$ cat config.mk
export PLATFORM = sky130hd
export DESIGN_NAME = packet_unpacker
export DESIGN_NICKNAME = d
export VERILOG_FILES = /design/src/rtl/packet_unpacker_pkg.sv /design/src/rtl/packet_unpacker_dest_check.sv /design/src/rtl/packet_unpacker.sv
export SDC_FILE = /design/constraint.sdc
export NUM_CORES = 1
export LEC_CHECK = 0
export ABC_CLOCK_PERIOD_IN_PS = 3100
export CORE_ASPECT_RATIO = 1.5
export CORE_MARGIN = 2
export CORE_UTILIZATION = 25
export DETAILED_ROUTE_END_ITERATION = 8
export DONT_BUFFER_PORTS = 1
export GPL_TIMING_DRIVEN = 1
export HOLD_SLACK_MARGIN = 0.15
export PLACE_DENSITY = 0.41
export SLEW_MARGIN = 10
export SYNTH_ARGS = -nofsm -noshare
export SYNTH_HDL_FRONTEND = slang
export SYNTH_SLANG_ARGS = --single-unit
$ cat constraint.sdc
create_clock -name clk -period 3.1 [get_ports clk]
set_input_delay 0.93 -clock clk [delete_from_list [all_inputs] [get_ports clk]]
set_output_delay 0.93 -clock clk [all_outputs]
set_load 0.02 [all_outputs]
$ cat src/rtl/packet_unpacker_pkg.sv
// Shared types and constants for the receive-side packet unpacker.
// Word indices follow the on-air field order of the reward packer.
package packet_unpacker_pkg;

    localparam int WORD_WIDTH = 16;
    localparam int PKT_WORDS  = 8;
    localparam logic [WORD_WIDTH-1:0] BCAST_ID = 16'hFFFF;

    localparam int W_HEADER      = 0;
    localparam int W_SOURCE      = 1;
    localparam int W_DESTINATION = 2;
    localparam int W_ENERGY      = 3;
    localparam int W_QVALUE      = 4;
    localparam int W_SRC_HOPS    = 5;
    localparam int W_CHOSEN_CH   = 6;
    localparam int W_HOPS_CH     = 7;

    typedef enum logic [2:0] {
        PKT_HB      = 3'b000,
        PKT_CHE     = 3'b001,
        PKT_INV     = 3'b010,
        PKT_MR      = 3'b011,
        PKT_CHT     = 3'b100,
        PKT_DATA    = 3'b101,
        PKT_SOS     = 3'b110,
        PKT_INVALID = 3'b111
    } pkt_type_e;

    typedef enum logic [1:0] {
        VERDICT_DELIVER   = 2'd0,
        VERDICT_DROP      = 2'd1,
        VERDICT_MALFORMED = 2'd2
    } verdict_e;

    typedef enum logic [1:0] {
        S_IDLE  = 2'd0,
        S_RECV  = 2'd1,
        S_HOLD  = 2'd2,
        S_DRAIN = 2'd3
    } state_e;

endpackage

$ cat src/rtl/packet_unpacker_dest_check.sv
// Combinational packet classification: broadcast-class types always pass,
// unicast-class types pass only when addressed to us or to broadcast.
module packet_dest_check
    import packet_unpacker_pkg::*;
(
    input  logic [2:0]            pkt_type,
    input  logic [WORD_WIDTH-1:0] dest_id,
    input  logic [WORD_WIDTH-1:0] my_node_id,
    output verdict_e              verdict,
    output logic                  i_am_dest
);

    pkt_type_e type_e;
    logic      addressed;

    assign type_e    = pkt_type_e'(pkt_type);
    assign i_am_dest = (dest_id == my_node_id);
    assign addressed = i_am_dest || (dest_id == BCAST_ID);

    always_comb begin
        verdict = VERDICT_MALFORMED;
        case (type_e)
            PKT_HB, PKT_CHE, PKT_INV:
                verdict = VERDICT_DELIVER;
            PKT_MR, PKT_CHT, PKT_DATA, PKT_SOS:
                verdict = addressed ? VERDICT_DELIVER : VERDICT_DROP;
            default:
                verdict = VERDICT_MALFORMED;
        endcase
    end

endmodule

$ cat src/rtl/packet_unpacker.sv
// Receive-side packet unpacker: latches a fixed-length word stream into fields,
// classifies it and holds one delivered packet until the consumer acknowledges.
module packet_unpacker
    import packet_unpacker_pkg::*;
(
    input  logic                  clk,
    input  logic                  nrst,
    input  logic                  en,
    input  logic [WORD_WIDTH-1:0] myNodeID,
    input  logic [WORD_WIDTH-1:0] rxData,
    input  logic                  rxValid,
    input  logic                  rxLast,
    output logic                  rxReady,
    input  logic                  fAck,
    output logic                  fValid,
    output logic [2:0]            fPacketType,
    output logic [WORD_WIDTH-1:0] fSourceID,
    output logic [WORD_WIDTH-1:0] fDestinationID,
    output logic [WORD_WIDTH-1:0] fEnergyLeft,
    output logic [WORD_WIDTH-1:0] fQValue,
    output logic [WORD_WIDTH-1:0] fSourceHops,
    output logic [WORD_WIDTH-1:0] fChosenCH,
    output logic [WORD_WIDTH-1:0] fHopsFromCH,
    output logic                  iAmDestination,
    output logic                  rxError,
    output logic [7:0]            dropCount
);

    state_e                state_reg, state_next;
    logic [2:0]            word_cnt_reg, word_cnt_next;
    logic [2:0]            type_reg;
    logic [WORD_WIDTH-1:0] field_reg [W_SOURCE:PKT_WORDS-1];
    logic [PKT_WORDS-1:1]  field_we;
    logic                  i_am_dest_reg;
    logic                  rx_error_reg, rx_error_next;
    logic [7:0]            drop_cnt_reg;
    logic                  drop_evt;
    logic                  deliver_evt;
    logic                  accept;
    logic                  load_field;
    verdict_e              verdict;
    logic                  chk_i_am_dest;

    // The destination word is already latched by the time word 7 arrives.
    packet_dest_check u_dest_check (
        .pkt_type   (type_reg),
        .dest_id    (field_reg[W_DESTINATION]),
        .my_node_id (myNodeID),
        .verdict    (verdict),
        .i_am_dest  (chk_i_am_dest)
    );

    assign accept     = rxValid && rxReady;
    assign load_field = accept && (state_reg == S_RECV);

    genvar gi;
    generate
        for (gi = W_SOURCE; gi < PKT_WORDS; gi++) begin : g_field_we
            assign field_we[gi] = load_field && (word_cnt_reg == 3'(gi));
        end
    endgenerate

    always_ff @(posedge clk or negedge nrst) begin
        if (!nrst) begin
            state_reg    <= S_IDLE;
            word_cnt_reg <= 3'd0;
        end else begin
            state_reg    <= state_next;
            word_cnt_reg <= word_cnt_next;
        end
    end

    always_comb begin
        state_next    = state_reg;
        word_cnt_next = word_cnt_reg;
        rx_error_next = 1'b0;
        drop_evt      = 1'b0;
        deliver_evt   = 1'b0;
        case (state_reg)
            S_IDLE: begin
                if (accept) begin
                    word_cnt_next = 3'd1;
                    if (rxLast) rx_error_next = 1'b1;
                    else        state_next    = S_RECV;
                end
            end
            S_RECV: begin
                if (accept) begin
                    word_cnt_next = word_cnt_reg + 3'd1;
                    if (word_cnt_reg == 3'(W_HOPS_CH)) begin
                        if (!rxLast) begin
                            state_next = S_DRAIN;
                        end else begin
                            state_next = S_IDLE;
                            case (verdict)
                                VERDICT_DELIVER: begin
                                    state_next  = S_HOLD;
                                    deliver_evt = 1'b1;
                                end
                                VERDICT_DROP:    drop_evt      = 1'b1;
                                default:         rx_error_next = 1'b1;
                            endcase
                        end
                    end else if (rxLast) begin
                        rx_error_next = 1'b1;
                        state_next    = S_IDLE;
                    end
                end
            end
            S_DRAIN: begin
                if (accept && rxLast) begin
                    rx_error_next = 1'b1;
                    state_next    = S_IDLE;
                end
            end
            S_HOLD: begin
                if (fAck) state_next = S_IDLE;
            end
            default: state_next = S_IDLE;
        endcase
    end

    // rxReady is forced low while reset is asserted, independent of en.
    always_comb begin
        rxReady = 1'b0;
        fValid  = 1'b0;
        case (state_reg)
            S_IDLE:          rxReady = en && nrst;
            S_RECV, S_DRAIN: rxReady = 1'b1;
            S_HOLD:          fValid  = 1'b1;
            default:         rxReady = 1'b0;
        endcase
    end

    always_ff @(posedge clk or negedge nrst) begin
        if (!nrst) begin
            type_reg      <= PKT_INVALID;
            i_am_dest_reg <= 1'b0;
            rx_error_reg  <= 1'b0;
            drop_cnt_reg  <= 8'd0;
            for (int i = W_SOURCE; i < PKT_WORDS; i++) field_reg[i] <= '0;
        end else begin
            rx_error_reg <= rx_error_next;
            if (accept && (state_reg == S_IDLE)) type_reg <= rxData[2:0];
            for (int i = W_SOURCE; i < PKT_WORDS; i++) begin
                if (field_we[i]) field_reg[i] <= rxData;
            end
            if (deliver_evt) i_am_dest_reg <= chk_i_am_dest;
            if (drop_evt && (drop_cnt_reg != 8'hFF)) drop_cnt_reg <= drop_cnt_reg + 8'd1;
        end
    end

    assign fPacketType    = type_reg;
    assign fSourceID      = field_reg[W_SOURCE];
    assign fDestinationID = field_reg[W_DESTINATION];
    assign fEnergyLeft    = field_reg[W_ENERGY];
    assign fQValue        = field_reg[W_QVALUE];
    assign fSourceHops    = field_reg[W_SRC_HOPS];
    assign fChosenCH      = field_reg[W_CHOSEN_CH];
    assign fHopsFromCH    = field_reg[W_HOPS_CH];
    assign iAmDestination = i_am_dest_reg;
    assign rxError        = rx_error_reg;
    assign dropCount      = drop_cnt_reg;

endmodule

==> Yosys cells after proc, flatten, opt, wreduce, memory -nomap -nowiden <==
Cells that the tools add are included.
{ "classes": {"addsub": 2, "eq_ne": 26, "muxes": 35, "n_reduce_logical": 24} }
{ "op_table": {"columns": ["operator", "n"], "rows": [
  ["$eq A3 B3 Y1 const B", 7],
  ["$mux W1", 19],
  ["$mux W2", 9],
  ["$eq A16 B16 Y1", 1],
  ["$eq A16 B16 Y1 const B", 1],
  ["$logic_and A1 B1 Y1", 13],
  ["$eq A3 B2 Y1 const B", 4],
  ["$ne A2 B2 Y1 const B", 5],
  ["$add A8 B1 Y8 const B", 1],
  ["$ne A8 B8 Y1 const B", 1],
  ["$pmux W2 S4", 1],
  ["$eq A3 B1 Y1 const B", 2],
  ["$mux W3", 2],
  ["$pmux W3 S2", 1],
  ["$reduce_and A6 Y1", 1],
  ["$eq A2 B1 Y1 const B", 2],
  ["$eq A2 B2 Y1 const B", 2],
  ["$logic_not A2 Y1", 2],
  ["$pmux W2 S2", 1],
  ["$reduce_or A2 Y1", 2],
  ["$reduce_or A4 Y1", 1],
  ["$add A3 B1 Y3 const B", 1],
  ["$logic_not A3 Y1", 1],
  ["$ne A3 B2 Y1 const B", 1],
  ["6 further kinds", 6]
]} }
{ "totals": {"regBits": 130, "inputBits": 38, "output_inout_bits": 127, "elab_cells": 100} }

==> Depth between registers and ports, before layout <==
{ "logic_depth": {"word_depth": 11, "depth_mapped": 8, "depth_no_buf": 7} }

==> By module <==
From an unflattened synthesis, not the netlist that was laid out.
{ "unflattened": {"cells_unflattened": 367, "hier_area_um2": 5512.8} }
{ "modules_own_cells": {"columns": ["mod", "instances", "cells_per_inst", "area_each_um2", "seq_area_each_um2"], "rows": [
  ["packet_unpacker", 1, 338, 5286.3, 3256.9],
  ["packet_dest_check", 1, 29, 226.5, 0.0]
]} }

==> Worst setup path before layout <==
OpenSTA, ideal clock, no wires.
{ "synth_timing": {"path_type": "input-to-output", "start": "input en", "end": "output rxReady", "t_arrival_ps": 1525, "t_required_ps": 2170, "setup_slack_ps": 645, "path_stages": 2, "n_path_buf": 0, "path_cell_list": "nand2_1 o21ai_0"} }
{ "synth_between": {"elab_chain_cells": 2} }
{ "synth_rtl": {"columns": ["element", "line", "text"], "rows": [
  ["from (decl)", "packet_unpacker.sv:8", "input logic en,"],
  ["$logic_and A1 B1 Y1", "packet_unpacker.sv:128", "S_IDLE: rxReady = en && nrst;"],
  ["$pmux W1 S2", "packet_unpacker.sv:127", "case (state_reg)"],
  ["to (decl)", "packet_unpacker.sv:13", "output logic rxReady,"]
]} }
No other way between the ends.

==> Worst setup path after layout <==
{ "layout_timing": {"start": "input nrst", "end": "output rxReady"} }
{ "layout_between": {"elab_chain_cells": 2} }
{ "layout_rtl": {"columns": ["element", "line", "text"], "rows": [
  ["from (decl)", "packet_unpacker.sv:7", "input logic nrst,"],
  ["$logic_and A1 B1 Y1", "packet_unpacker.sv:128", null],
  ["$pmux W1 S2", "packet_unpacker.sv:127", null]
]} }
No other way between the ends.

==> flow_summary.json <==
{
  "rsz0062_at_grt": "false",
  "path_cells": "nand2_1 -> o21ai_0 -> buf_4",
  "areaGrowthSynthToFinish_pct": 17.6,
  "vias": 3042,
  "ff2ff_path_depth": 5,
  "antenna_cells": 0,
  "cp.required_ps": 2170,
  "max_slew_margin": 0.545,
  "grt_pass1_vias": 3257,
  "final_common_cell": "dfrtp_1",
  "firstDrtPassIters": 4,
  "cts_htree_levels": 4,
  "chipHeight_um": 183,
  "syn_area_per_cell_um2": 15.0,
  "cp.arrival_ps": 1580,
  "drt_iter0_drc": 95,
  "crit_buf_inv": 1,
  "crit_family": "compound AO/OA/AOI/OAI gates",
  "ys_seq_area_frac": 0.608,
  "drive_gt1_frac": 0.432,
  "cts_buffer_depth": 2,
  "place_ws_ps": 579,
  "io_pins": 165,
  "gp_congestion": 0.744,
  "wl_mm": 15.0,
  "period_share": 0.810,
  "worst-path-max-fanout": 131,
  "maxSlewViolCount": 0,
  "die_area_mm2": 0.0226,
  "mostFrequentLayoutCells": "dfrtp_1 (127), mux2_2 (116), clkbuf_16 (17), xor2_1 (16), nand2_1 (10)",
  "start_kind": "input pin",
  "finalSetupViolCount": 0,
  "hold_viol": 0,
  "root_buffer": "clkbuf_16",
  "grt_pass1_wl_mm": 22.6,
  "dpl.hpwl_mm": 10.5,
  "grt_start_max_net_pins": 132,
  "syn_inst": 356,
  "die_x_um": 124,
  "via_per_inst": 4.64,
  "skew_ps": 12.7,
  "drtAntennaViolNets": 0,
  "synth_cell_type_count": 33,
  "r2r_start": "word_cnt_reg[0]",
  "min_path_type": "input pin to asynchronous set/reset pin",
  "period_needed_ps": 2510,
  "ctsResizeCount": 0,
  "clock_latency_ps": 420,
  "reg2reg_to": "fHopsFromCH[3]",
  "power_density_mw_per_mm2": 1090,
  "yosys_register_bits": 130,
  "drc": 0,
  "setup_ws_ps": 589,
  "vdd_drop_max_mv": 0.424,
  "cts-hold-fix-buffers": 0,
  "cts_setup_buffers": 0,
  "core.rowCount": 65,
  "worst_pin_slew_ps": 679,
  "cts_inserted_buffers": 17,
  "grt-ovfl-total": 0,
  "start_util": 0.254,
  "leakage_nw": 2.83,
  "globalRouteTotalUtil": 0.140,
  "core_area_mm2": 0.0211,
  "end_kind": "primary output",
  "antenna_found_initial": 0,
  "path_clk_slew_ps": 60,
  "yosys_warnings": 0,
  "nets": 419,
  "r2r_setup_slack_ps": 900,
  "synth_nets": 401,
  "worstSetupPathType": "input pin to primary output",
  "wl_per_cell_um": 22.9,
  "drv_cap": 0,
  "fmax_mhz": 398,
  "status": "finished, final reports clean",
  "critPathSlowestCell": "o21ai_0",
  "cts_tree": "built",
  "cts.sinks": 130,
  "port_buffers": 0,
  "slowest_delay_ps": 290,
  "syn_area_mm2": 0.00536,
  "tns_ps": 0
}
## per-layer routing
layer,part of all wire,up-vias,track usage,wire length (µm)
li1,-,1315,-,-
met5,0,-,0,0
met1,0.38,1590,0.154,5640
met3,0.085,15,0.0597,1280
met4,0.017,0,0.0568,260
met2,0.52,122,0.234,7850
## worst reg2reg max path, stage by stage (launching register included)
cell      delay [ps]
dfrtp_1          400
ha_1             200
ha_1             180
nand4b_1         560
buf_4            450
mux2_2           300
## cell type report
type,count,area [µm²]
clock buffer,17,425
clock inverter,15,183
fill,2112,14800
inverter,4,15.0
multi-input combinational,212,2020
sequential,130,3260
tap,268,335
timing repair buffer,9,67.6
## through the flow
stage	cells	hold WS (ps)	instance area, µm²	power (mW)	util
after floorplan	356	514	5360	4.41	-
after global routing	655	170	6300	7.22	0.299
final	655	202	6300	6.85	0.299
after detailed placement	623	555	5690	4.87	0.270
after global placement	623	546	5690	4.82	0.270
after CTS	655	179	6300	6.99	0.299
## how the worst max path moves through the flow
stage                      startpoint  slack (ps)            to  cells past startpoint
final                            nrst         590       rxReady                      3
after global routing             nrst         570       rxReady                      3
after CTS                        nrst         670       rxReady                      3
after detailed placement  myNodeID[1]         580  dropCount[1]                      5
after global placement    myNodeID[8]         600  dropCount[1]                      5
after floorplan                    en         640       rxReady                      2
## kinds of logic (layout without fill, tap and decap cells)
logic type      after synthesis  count (layout)  share of synthesized area
simple gates                 53              53                     0.0633
mux                         116             116                      0.244
flops                       130             130                      0.608
compound gates               13              13                     0.0152
fa+ha+maj                     7               7                     0.0164
xor+xnor                     23              23                     0.0376
buf+inv                      14              45                     0.0154
## power breakdown
group	internal (mW)	switching [mW]	total [mW]
Sequential	2.37	1.47	3.83
Combinational	0.612	0.336	0.948
Clock	1.27	0.796	2.07
Total	4.25	2.60	6.85
## synthesized netlist by cell type, drive strengths merged
cell type / number / area [µm²]
dfrtp: 127 / 3180
mux2: 116 / 1310
xor2: 16 / 140
nand2: 11 / 43.8
buf: 10 / 67.6
nand3: 9 / 60.1
ha: 7 / 87.6
o21ai: 7 / 35.0
xnor2: 7 / 61.3
nand4: 6 / 37.5
nor2: 5 / 18.8
nor4: 5 / 37.5
inv: 4 / 15.0
nand3b: 4 / 30.0
nand4b: 4 / 35.0
dfstp: 3 / 78.8
a21boi: 2 / 15.0
a22o: 2 / 17.5
nor3: 2 / 10.0
nor3b: 2 / 26.3
a21oi: 1 / 5.00
and3: 1 / 6.26
and4bb: 1 / 12.5
nand2b: 1 / 6.26
nor2b: 1 / 6.26
nor4b: 1 / 8.76
o41ai: 1 / 8.76
Power figures use the tool's default switching activity.
